**src/rtl/mat_result_streamer.sv**
```systemverilog
// Buffers one ROWS x COLS result matrix per handshake and replays it row-major,
// one element per beat, with last/row/col sidebands and a completed-matrix count.
module mat_result_streamer #(
    parameter int DATA_WIDTH = 32,
    parameter int ROWS       = 4,
    parameter int COLS       = 4,
    localparam int RW        = (ROWS > 1) ? $clog2(ROWS) : 1,
    localparam int CW        = (COLS > 1) ? $clog2(COLS) : 1
) (
    input  logic                                      clk,
    input  logic                                      rst,
    input  logic [0:ROWS-1][0:COLS-1][DATA_WIDTH-1:0] c_in,
    input  logic                                      in_valid,
    output logic                                      in_ready,
    output logic [DATA_WIDTH-1:0]                     m_data,
    output logic                                      m_valid,
    input  logic                                      m_ready,
    output logic                                      m_last,
    output logic [RW-1:0]                             m_row,
    output logic [CW-1:0]                             m_col,
    output logic [31:0]                               mat_count
);

    localparam logic [RW-1:0] LAST_ROW = RW'(ROWS - 1);
    localparam logic [CW-1:0] LAST_COL = CW'(COLS - 1);

    typedef enum logic {IDLE, SEND} state_t;

    state_t                                    state_q, state_d;
    logic [RW-1:0]                             row_q, row_d;
    logic [CW-1:0]                             col_q, col_d;
    logic [31:0]                               mat_count_q, mat_count_d;
    logic [0:ROWS-1][0:COLS-1][DATA_WIDTH-1:0] buf_q;

    logic at_last;
    logic xfer;
    logic last_xfer;
    logic capture;

    // A new matrix may land on the same edge the old one's last beat leaves.
    always_comb begin
        at_last   = (state_q == SEND) && (row_q == LAST_ROW) && (col_q == LAST_COL);
        xfer      = (state_q == SEND) && m_ready;
        last_xfer = xfer && at_last;
        in_ready  = (state_q == IDLE) || last_xfer;
        capture   = in_valid && in_ready;
    end

    always_ff @(posedge clk) begin
        if (rst) begin
            state_q <= IDLE;
        end else begin
            state_q <= state_d;
        end
    end

    always_comb begin
        state_d = state_q;
        case (state_q)
            IDLE:    if (capture) state_d = SEND;
            SEND:    if (last_xfer && !capture) state_d = IDLE;
            default: state_d = IDLE;
        endcase
    end

    always_comb begin
        row_d       = row_q;
        col_d       = col_q;
        mat_count_d = mat_count_q;
        if (capture || last_xfer) begin
            row_d = '0;
            col_d = '0;
        end else if (xfer) begin
            if (col_q == LAST_COL) begin
                col_d = '0;
                row_d = row_q + RW'(1);
            end else begin
                col_d = col_q + CW'(1);
            end
        end
        if (last_xfer) begin
            mat_count_d = mat_count_q + 32'd1;
        end
    end

    always_ff @(posedge clk) begin
        if (rst) begin
            row_q       <= '0;
            col_q       <= '0;
            mat_count_q <= '0;
        end else begin
            row_q       <= row_d;
            col_q       <= col_d;
            mat_count_q <= mat_count_d;
        end
    end

    // Buffer contents are irrelevant until a capture, so no reset here.
    always_ff @(posedge clk) begin
        if (capture) begin
            buf_q <= c_in;
        end
    end

    always_comb begin
        m_valid   = (state_q == SEND);
        m_last    = at_last;
        m_row     = row_q;
        m_col     = col_q;
        m_data    = m_valid ? buf_q[row_q][col_q] : '0;
        mat_count = mat_count_q;
    end

endmodule

```
**config.mk**
```make
export PLATFORM = sky130hd
export DESIGN_NAME = mat_result_streamer
export DESIGN_NICKNAME = d
export VERILOG_FILES = /design/src/rtl/mat_result_streamer.sv
export SDC_FILE = /design/constraint.sdc
export NUM_CORES = 1
export LEC_CHECK = 0
export ABC_AREA = 1
export BUFFER_PORTS_ARGS = -buffer_cell sky130_fd_sc_hd__buf_2
export CORE_AREA = 4 4 226 228
export DETAILED_ROUTE_END_ITERATION = 10
export DIE_AREA = 0 0 230 232
export GPL_ROUTABILITY_DRIVEN = 0
export PLACE_DENSITY = 0.71
export SETUP_SLACK_MARGIN = 0.4
export SLEW_MARGIN = 10
export SYNTH_ARGS = -nofsm -noshare
export SYNTH_HDL_FRONTEND = slang
export SYNTH_SLANG_ARGS = --single-unit
```
**constraint.sdc**
```tcl
create_clock -name clk -period 38.4 [get_ports clk]
set_input_delay 9.6 -clock clk [delete_from_list [all_inputs] [get_ports clk]]
set_output_delay 9.6 -clock clk [all_outputs]
set_load 0.03 [all_outputs]
```
### Word-level counts from Yosys, hierarchy flattened

Cells that the tools add are included.

* add/sub/neg operators: 3
* magnitude comparators: 2
* equality and inequality tests: 2
* muxes and demuxes: 11
* bitwise operators: 3
* reductions and logical operators: 11

Operators with widths (count)
* $bmux W128 S2: 1
* $mux W128: 2
* $mux W32: 3
* $bmux W32 S2: 1
* $add A32 B1 Y32 const B: 1
* $ge A3 B3 Y1 const B: 2
* $logic_and A1 B1 Y1: 6
* $not A2 Y3: 2
* $add A2 B1 Y2 const B: 2
* $eq A2 B2 Y1 const B: 2
* $logic_or A1 B1 Y1: 2
* $mux W1: 2
* $mux W2: 1
* $pmux W1 S2: 1
* $reduce_and A2 Y1: 1
* $reduce_or A2 Y1: 1
* $logic_not A1 Y1: 1
* $not A1 Y1: 1

* bits in registers: 549
* input port bits: 516
* output and inout bits: 71
* word-level logic and storage cells: 52

### Logic depth before layout (Yosys ltp)

Gate-level depths: netlist (run 1).

* depth in word-level cells: 10
* mapped depth: 10

### Least setup slack after synthesis (run 1)

No wires, ideal clock.

* path type: input to register
* from: input port m_ready
* to: register buf_q[0] in the netlist's numbering (enable)
* setup time: 0.858 ns
* arrival: 20.294 ns
* required time: 37.542 ns
* slack: 17.248 ns
* stages on the path: 7
* path buffers: 1
* cells stage by stage: nand2_1 -> nor2_2 -> buf_4 -> inv_1 -> nand2_1 -> nand2_1 -> inv_1

* cells in the longest elaborated chain, start to end: 4

Ends and longest elaborated chain
* start, declared: line 17 `input logic m_ready,`
* $logic_and A1 B1 Y1: line 43 `xfer = (state_q == SEND) && m_ready;`
* $logic_and A1 B1 Y1: line 44 `last_xfer = xfer && at_last;`
* $logic_or A1 B1 Y1: line 45 `in_ready = (state_q == IDLE) || last_xfer;`
* via in_ready: line 14 `output logic in_ready,`
* $logic_and A1 B1 Y1: line 46 `capture = in_valid && in_ready;`
* via capture: line 38 `logic capture;`
* end signal, assigned: line 101 `buf_q <= c_in;`
* end, declared: line 33 `logic [0:ROWS-1][0:COLS-1][DATA_WIDTH-1:0] buf_q;`

The timed path passes the listed nets, and every way through them passes these cells.
A chain may end at the register's enable or synchronous reset.

### Worst setup path after layout (run 1)

* from: input port m_ready
* to: output port in_ready

* cells in the longest elaborated chain, start to end: 3

Ends and longest elaborated chain (line)
* $logic_and A1 B1 Y1: 43
* $logic_and A1 B1 Y1: 44
* $logic_or A1 B1 Y1: 45
* end, declared: 14

Every way passes these cells.

==> out/metrics.yaml, run 1 <==
io_pins: 587
avgRoutedWirePerCell_um: 23.5
grt_max_degree: 194
hold_viol_final: 0
crit_slowest_cell: "nor2_2"
cp-end-kind: "output pin"
critPathKind: "primary input to output pin"
cts_setup_buffers: 0
crit_end: "in_ready"
die_y_um: 232
cts.reportedPaths.clkPinSlew_ns: 0.06
synthesis.nets: 2484
setup_viol_count_final: 0
reg2reg_to: "buf_q[416]"
crit_chain: "buf_2 -> nand2_1 -> nor2_2 -> inv_1 -> nand2_1 -> buf_2"
worst_pin_slew_ns: 1.09
synth_ff_type: "edfxtp_1"
grt_use_total_pct: 27.4
hold_class: "flip-flop to flip-flop"
tns_ns: 0
cts_max_path_buffers: 3
grt_pass1_vias: 16877
cp.arrival_ns: 11.13
period_share_pct: 54.0
cts_tree: "built"
required_ns: 28.80
core_area_mm2: 0.0488
synth_edf_count: 512
postCtsHoldBufs: 0
wirelength_mm: 76.2
yosysWarnings: 0
root_buffer: "clkbuf_16"
yosysMostFrequentCell: "edfxtp_1"
synthTopCellsByArea: "edfxtp_1, nor2_1, nand3_1"
slew_headroom_pct: 27.6
grt_pass1_wl_mm: 107
yosysTopAreaCellShare_pct: 68.7
clock_latency_ns: 0.62
clock.fmax_ghz: 0.0482
cts_buffers: 57
postLayoutCellArea_mm2: 0.0276
cts_resized: 0
nNetsFinal: 3032
ys_ff_latch: 549
place_hpwl_mm: 55.0
floorplan.rows: 81
rsz0062_at_grt: "false"
initial_core_util_pct: 45.8
startpoint_type: "primary input"
final_max_slew_viol_count: 0
syn_area_mm2: 0.0224
yosys.area.top_type: "edfxtp_1"
rr_startpoint: "m_row[0]"
antenna_found_initial: 28
yosysUniqueCellTypes: 29
finClkSkew_ns: 0.0258
die_w_um: 230
cp_max_fo: 21
leakagePower_nw: 11.1
syn2layout_area_growth_pct: 23.4
max_stage_delay_ns: 0.69
via_per_inst: 5.35
status: "finished, final reports clean"
synth_seq_area_share_pct: 72.0
synthTopCellsByCount: "edfxtp_1, nor2_1, nand2_1, nand3_1, o21ai_0"
ff2ff_setup_slack_ns: 32.43
syn_inst: 1965
clock_tree.htree_level_count: 2
reg2reg_depth: 10
async_flop_share_pct: 0
overflow: 0
drt_first_iter_violations: 1920
finalCriticalPeriod_ns: 20.73
firstDrtPassIters: 5
vdd_ir_drop_max_mv: 0.0399
cts.sinks: 549
syn_area_per_cell_um2: 11.4
p_per_area_mw_per_mm2: 48.5
max-cap-violations: 0
route.detailed.drc: 0
dieArea_mm2: 0.0534
finalPower_w: 0.00134
io_buffer_count: 586
drive_gt1_share_pct: 27.1
drt.antenna.violating_nets: 0
cp-startpoint: "m_ready"
place_area_mm2: 0.0257
vias: 17343
==> flip-flops by register name, summed over array words and instances (netlist names) <==
register	count
buf_q	512
m_col	2
mat_count	32
m_row	2
m_valid	1
==> layout make-up <==
type	instances	area [um2]
multi-input cells	1246	5440
diodes	15	37.5
well taps	664	831
inverters	58	238
clock buffers	68	1490
flip-flops and latches	549	16100
repair buffers	601	3060
fillers	4134	21200
clock inverters	39	380
==> metal layers <==
metal | wire [um] | vias up | GRT usage, %
met5 | 145 | - | 0
met3 | 6770 | 167 | 6.21
met4 | 3530 | 24 | 12.2
met2 | 38800 | 925 | 47.8
li1 | - | 7984 | -
met1 | 27000 | 8243 | 32.5
==> worst min path at each step <==
| stage | from | to | slack [ns] | cells past startpoint |
|---|---|---|---|---|
| after floorplan | mat_count[16] | mat_count[16] | 0.60 | 1 |
| after global placement | mat_count[16] | mat_count[16] | 0.48 | 1 |
| after detailed placement | mat_count[16] | mat_count[16] | 0.49 | 1 |
| after CTS | mat_count[16] | mat_count[16] | 0.51 | 1 |
| after global routing | mat_count[16] | mat_count[16] | 0.54 | 1 |
| final | mat_count[16] | mat_count[16] | 0.51 | 1 |
==> metrics by stage <==
| step | worst slack, ns | std cells | hold slack, ns | util [%] |
|---|---|---|---|---|
| final | 17.67 | 3240 | 0.512 | 56.5 |
| after global routing | 17.48 | 3236 | 0.544 | 56.5 |
| after CTS | 17.70 | 3225 | 0.506 | 56.4 |
| after detailed placement | 17.69 | 3118 | 0.492 | 52.6 |
| after global placement | 17.75 | 3118 | 0.476 | 52.6 |
| after floorplan | 17.25 | 1965 | 0.597 | - |
==> placed cells by master (no fill, tap or decap), types with 2 or more instances in the layout <==
cell type	netlist	final
clkinv_1	0	17
bufinv_16	0	7
inv_8	0	2
dfxtp_1	37	33
o21ai_0	140	140
o21ai_1	85	85
a21oi_1	51	51
nand2_1	217	217
xor2_1	3	3
nor2_2	4	4
o211ai_1	7	7
ha_1	3	3
clkinv_2	0	11
edfxtp_1	512	512
nand3_1	217	217
buf_4	14	14
clkinvlp_4	0	2
nor3_1	4	4
o21a_1	4	4
buf_2	25	586
nand4_1	10	10
clkbuf_1	43	10
clkbuf_16	0	58
inv_1	55	54
dfxtp_4	0	3
diode_2	0	15
nor2_1	495	495
==> worst max-delay path: cells and delay by family <==
| family | cells | cell delay, ns |
|---|---|---|
| AND/OR/NAND/NOR | 3 | 0.99 |
| buffers and inverters | 3 | 0.53 |
==> cell families (layout without fill, tap and decap cells) <==
| family | count (synthesis) | after routing | synth area share, % |
|---|---|---|---|
| flops | 549 | 549 | 72.0 |
| compound gates | 288 | 288 | 6.57 |
| fa+ha+maj | 3 | 3 | 0.168 |
| xor+xnor | 4 | 4 | 0.157 |
| buf+inv | 170 | 766 | 3.65 |
| simple gates | 951 | 951 | 17.4 |
| other cells | 0 | 15 | 0 |
==> power breakdown <==
| part | switching, W | total, W | internal, W |
|---|---|---|---|
| sequential | 0.00000811 | 0.000700 | 0.000692 |
| clock | 0.000232 | 0.000555 | 0.000323 |
| combinational | 0.0000540 | 0.0000831 | 0.0000291 |
No activity file was read; power rests on OpenSTA's default activity.
==> inputs of run 2 (changes only) <==
Settings changed: CORE_AREA 4 4 226 228 to 4 4 223 225, DIE_AREA 0 0 230 232 to 0 0 227 229, PLACE_DENSITY 0.71 to 0.72.
Clock period 38.4 ns to 19.75 ns, I/O delays scaled along.
==> run 2 against run 1 <==
Sequential power up 94%. Clock power up 87%. Via count down 1.1%. Power up 92%. Critical endpoint unchanged. Largest cell class unchanged.
==> out/metrics.yaml, run 2 (synthesis results as in run 1) <==
status: "finished, final reports clean"
die_y_um: 229
hold_viol_final: 0
firstDrtPassIters: 5
floorplan.rows: 80
cts.sinks: 549
cp_max_fo: 21
slew_headroom_pct: 23.1
clock.fmax_ghz: 0.0881
cts_buffers: 57
clock_tree.htree_level_count: 2
place_hpwl_mm: 54.4
io_buffer_count: 586
clock_latency_ns: 0.61
finalPower_w: 0.00256
period_share_pct: 57.4
p_per_area_mw_per_mm2: 93.3
cts.reportedPaths.clkPinSlew_ns: 0.06
wirelength_mm: 75.2
mostFrequentLayoutCell: "buf_2"
setup_viol_count_final: 0
cts_resized: 0
finClkSkew_ns: 0.0256
via_per_inst: 5.38
rsz0062_at_grt: "false"
nNetsFinal: 3034
cts_tree: "built"
required_ns: 14.81
leakagePower_nw: 11.0
core_area_mm2: 0.0475
cp-end-kind: "output pin"
die_w_um: 227
crit_slowest_cell: "nor2_2"
worst_pin_slew_ns: 1.15
drt.antenna.violating_nets: 0
max_stage_delay_ns: 0.69
tns_ns: 0
largest_register_ff_count: 512
drt_first_iter_violations: 1767
grt_pass1_vias: 17043
overflow: 0
syn2layout_area_growth_pct: 22.8
finalCriticalPeriod_ns: 11.35
grt_max_degree: 169
cp.arrival_ns: 6.41
avgRoutedWirePerCell_um: 23.6
final_max_slew_viol_count: 0
postCtsHoldBufs: 0
root_buffer: "clkbuf_16"
largest-register: "buf_q"
route.detailed.drc: 0
max-cap-violations: 0
grt_pass1_wl_mm: 106
dieArea_mm2: 0.0520
finalWorstSetupSlack_ns: 8.40
mostFrequentLayoutCells: "buf_2, edfxtp_1, nor2_1, nand2_1, nand3_1"
crit_chain: "buf_2 -> nand2_1 -> nor2_2 -> inv_1 -> nand2_1 -> buf_2"
dpl_worst_slack_ns: 8.43
antenna_found_initial: 29
drive_gt1_share_pct: 27.1
hold_class: "flip-flop to flip-flop"
initial_core_util_pct: 47.1
critPathKind: "primary input to output pin"
startpoint_type: "primary input"
cts_max_path_buffers: 3
cts_setup_buffers: 0
vdd_ir_drop_max_mv: 0.0827
vias: 17156
io_pins: 587
grt_use_total_pct: 27.8
[run 2: cell types whose count changed in the layout (fill, tap and decap cells not counted), moves of 2 or more]
cell / change
clkinv_2: -2
bufinv_16: -2
clkbuf_1: +2
clkinv_1: -7
buf_4: +3
[run 2: stage by stage]
stage | hold WS, ns | instances | util, % | area (um2)
3_3_place_gp | 0.472 | 3071 | 53.9 | 25600
2_1_floorplan | 0.597 | 1965 | - | 22400
3_5_place_dp | 0.478 | 3071 | 53.9 | 25600
5_1_grt | 0.524 | 3182 | 57.7 | 27500
6_report | 0.495 | 3186 | 57.8 | 27500
4_1_cts | 0.493 | 3170 | 57.7 | 27400
[run 2: final timing paths]
path,startpoint,cells after the start,to,slack [ns]
worst max register to register,m_row[0],10,buf_q[424],14.11
worst min register to register,mat_count[16],1,mat_count[16],0.49
worst min-delay path,mat_count[16],1,mat_count[16],0.49
worst max-delay path,m_ready,6,in_ready,8.40
[run 2: final cells by class]
cell class                 count  area [um2]
sequential                   549       16100
clock inverter                29         308
antenna                       16        40.0
inverter                      58         235
multi-input combinational   1246        5440
tap                          615         769
clock buffer                  70        1490
timing repair buffer         603        3060
fill                        3876       20100
[run 2: worst max-delay path, delay by kind of cell]
kind,cells,cell delay (ns)
buffers and inverters,3,0.51
and+or+nand+nor,3,0.96
[run 2: power by group]
part | switching [W] | leakage [nW] | total, W | internal, W
Sequential | 0.0000156 | 5.18 | 0.00136 | 0.00134
Combinational | 0.000106 | 4.98 | 0.000162 | 0.0000564
Clock | 0.000442 | 0.875 | 0.00104 | 0.000598
[run 2: per-layer routing]
layer | share of wire [%] | track usage, % | up-vias
li1 | - | - | 7972
met4 | 5.7 | 14.4 | 26
met1 | 35 | 32.8 | 8118
met2 | 50 | 47.8 | 858
met5 | 0.22 | 0 | -
met3 | 8.6 | 6.10 | 182
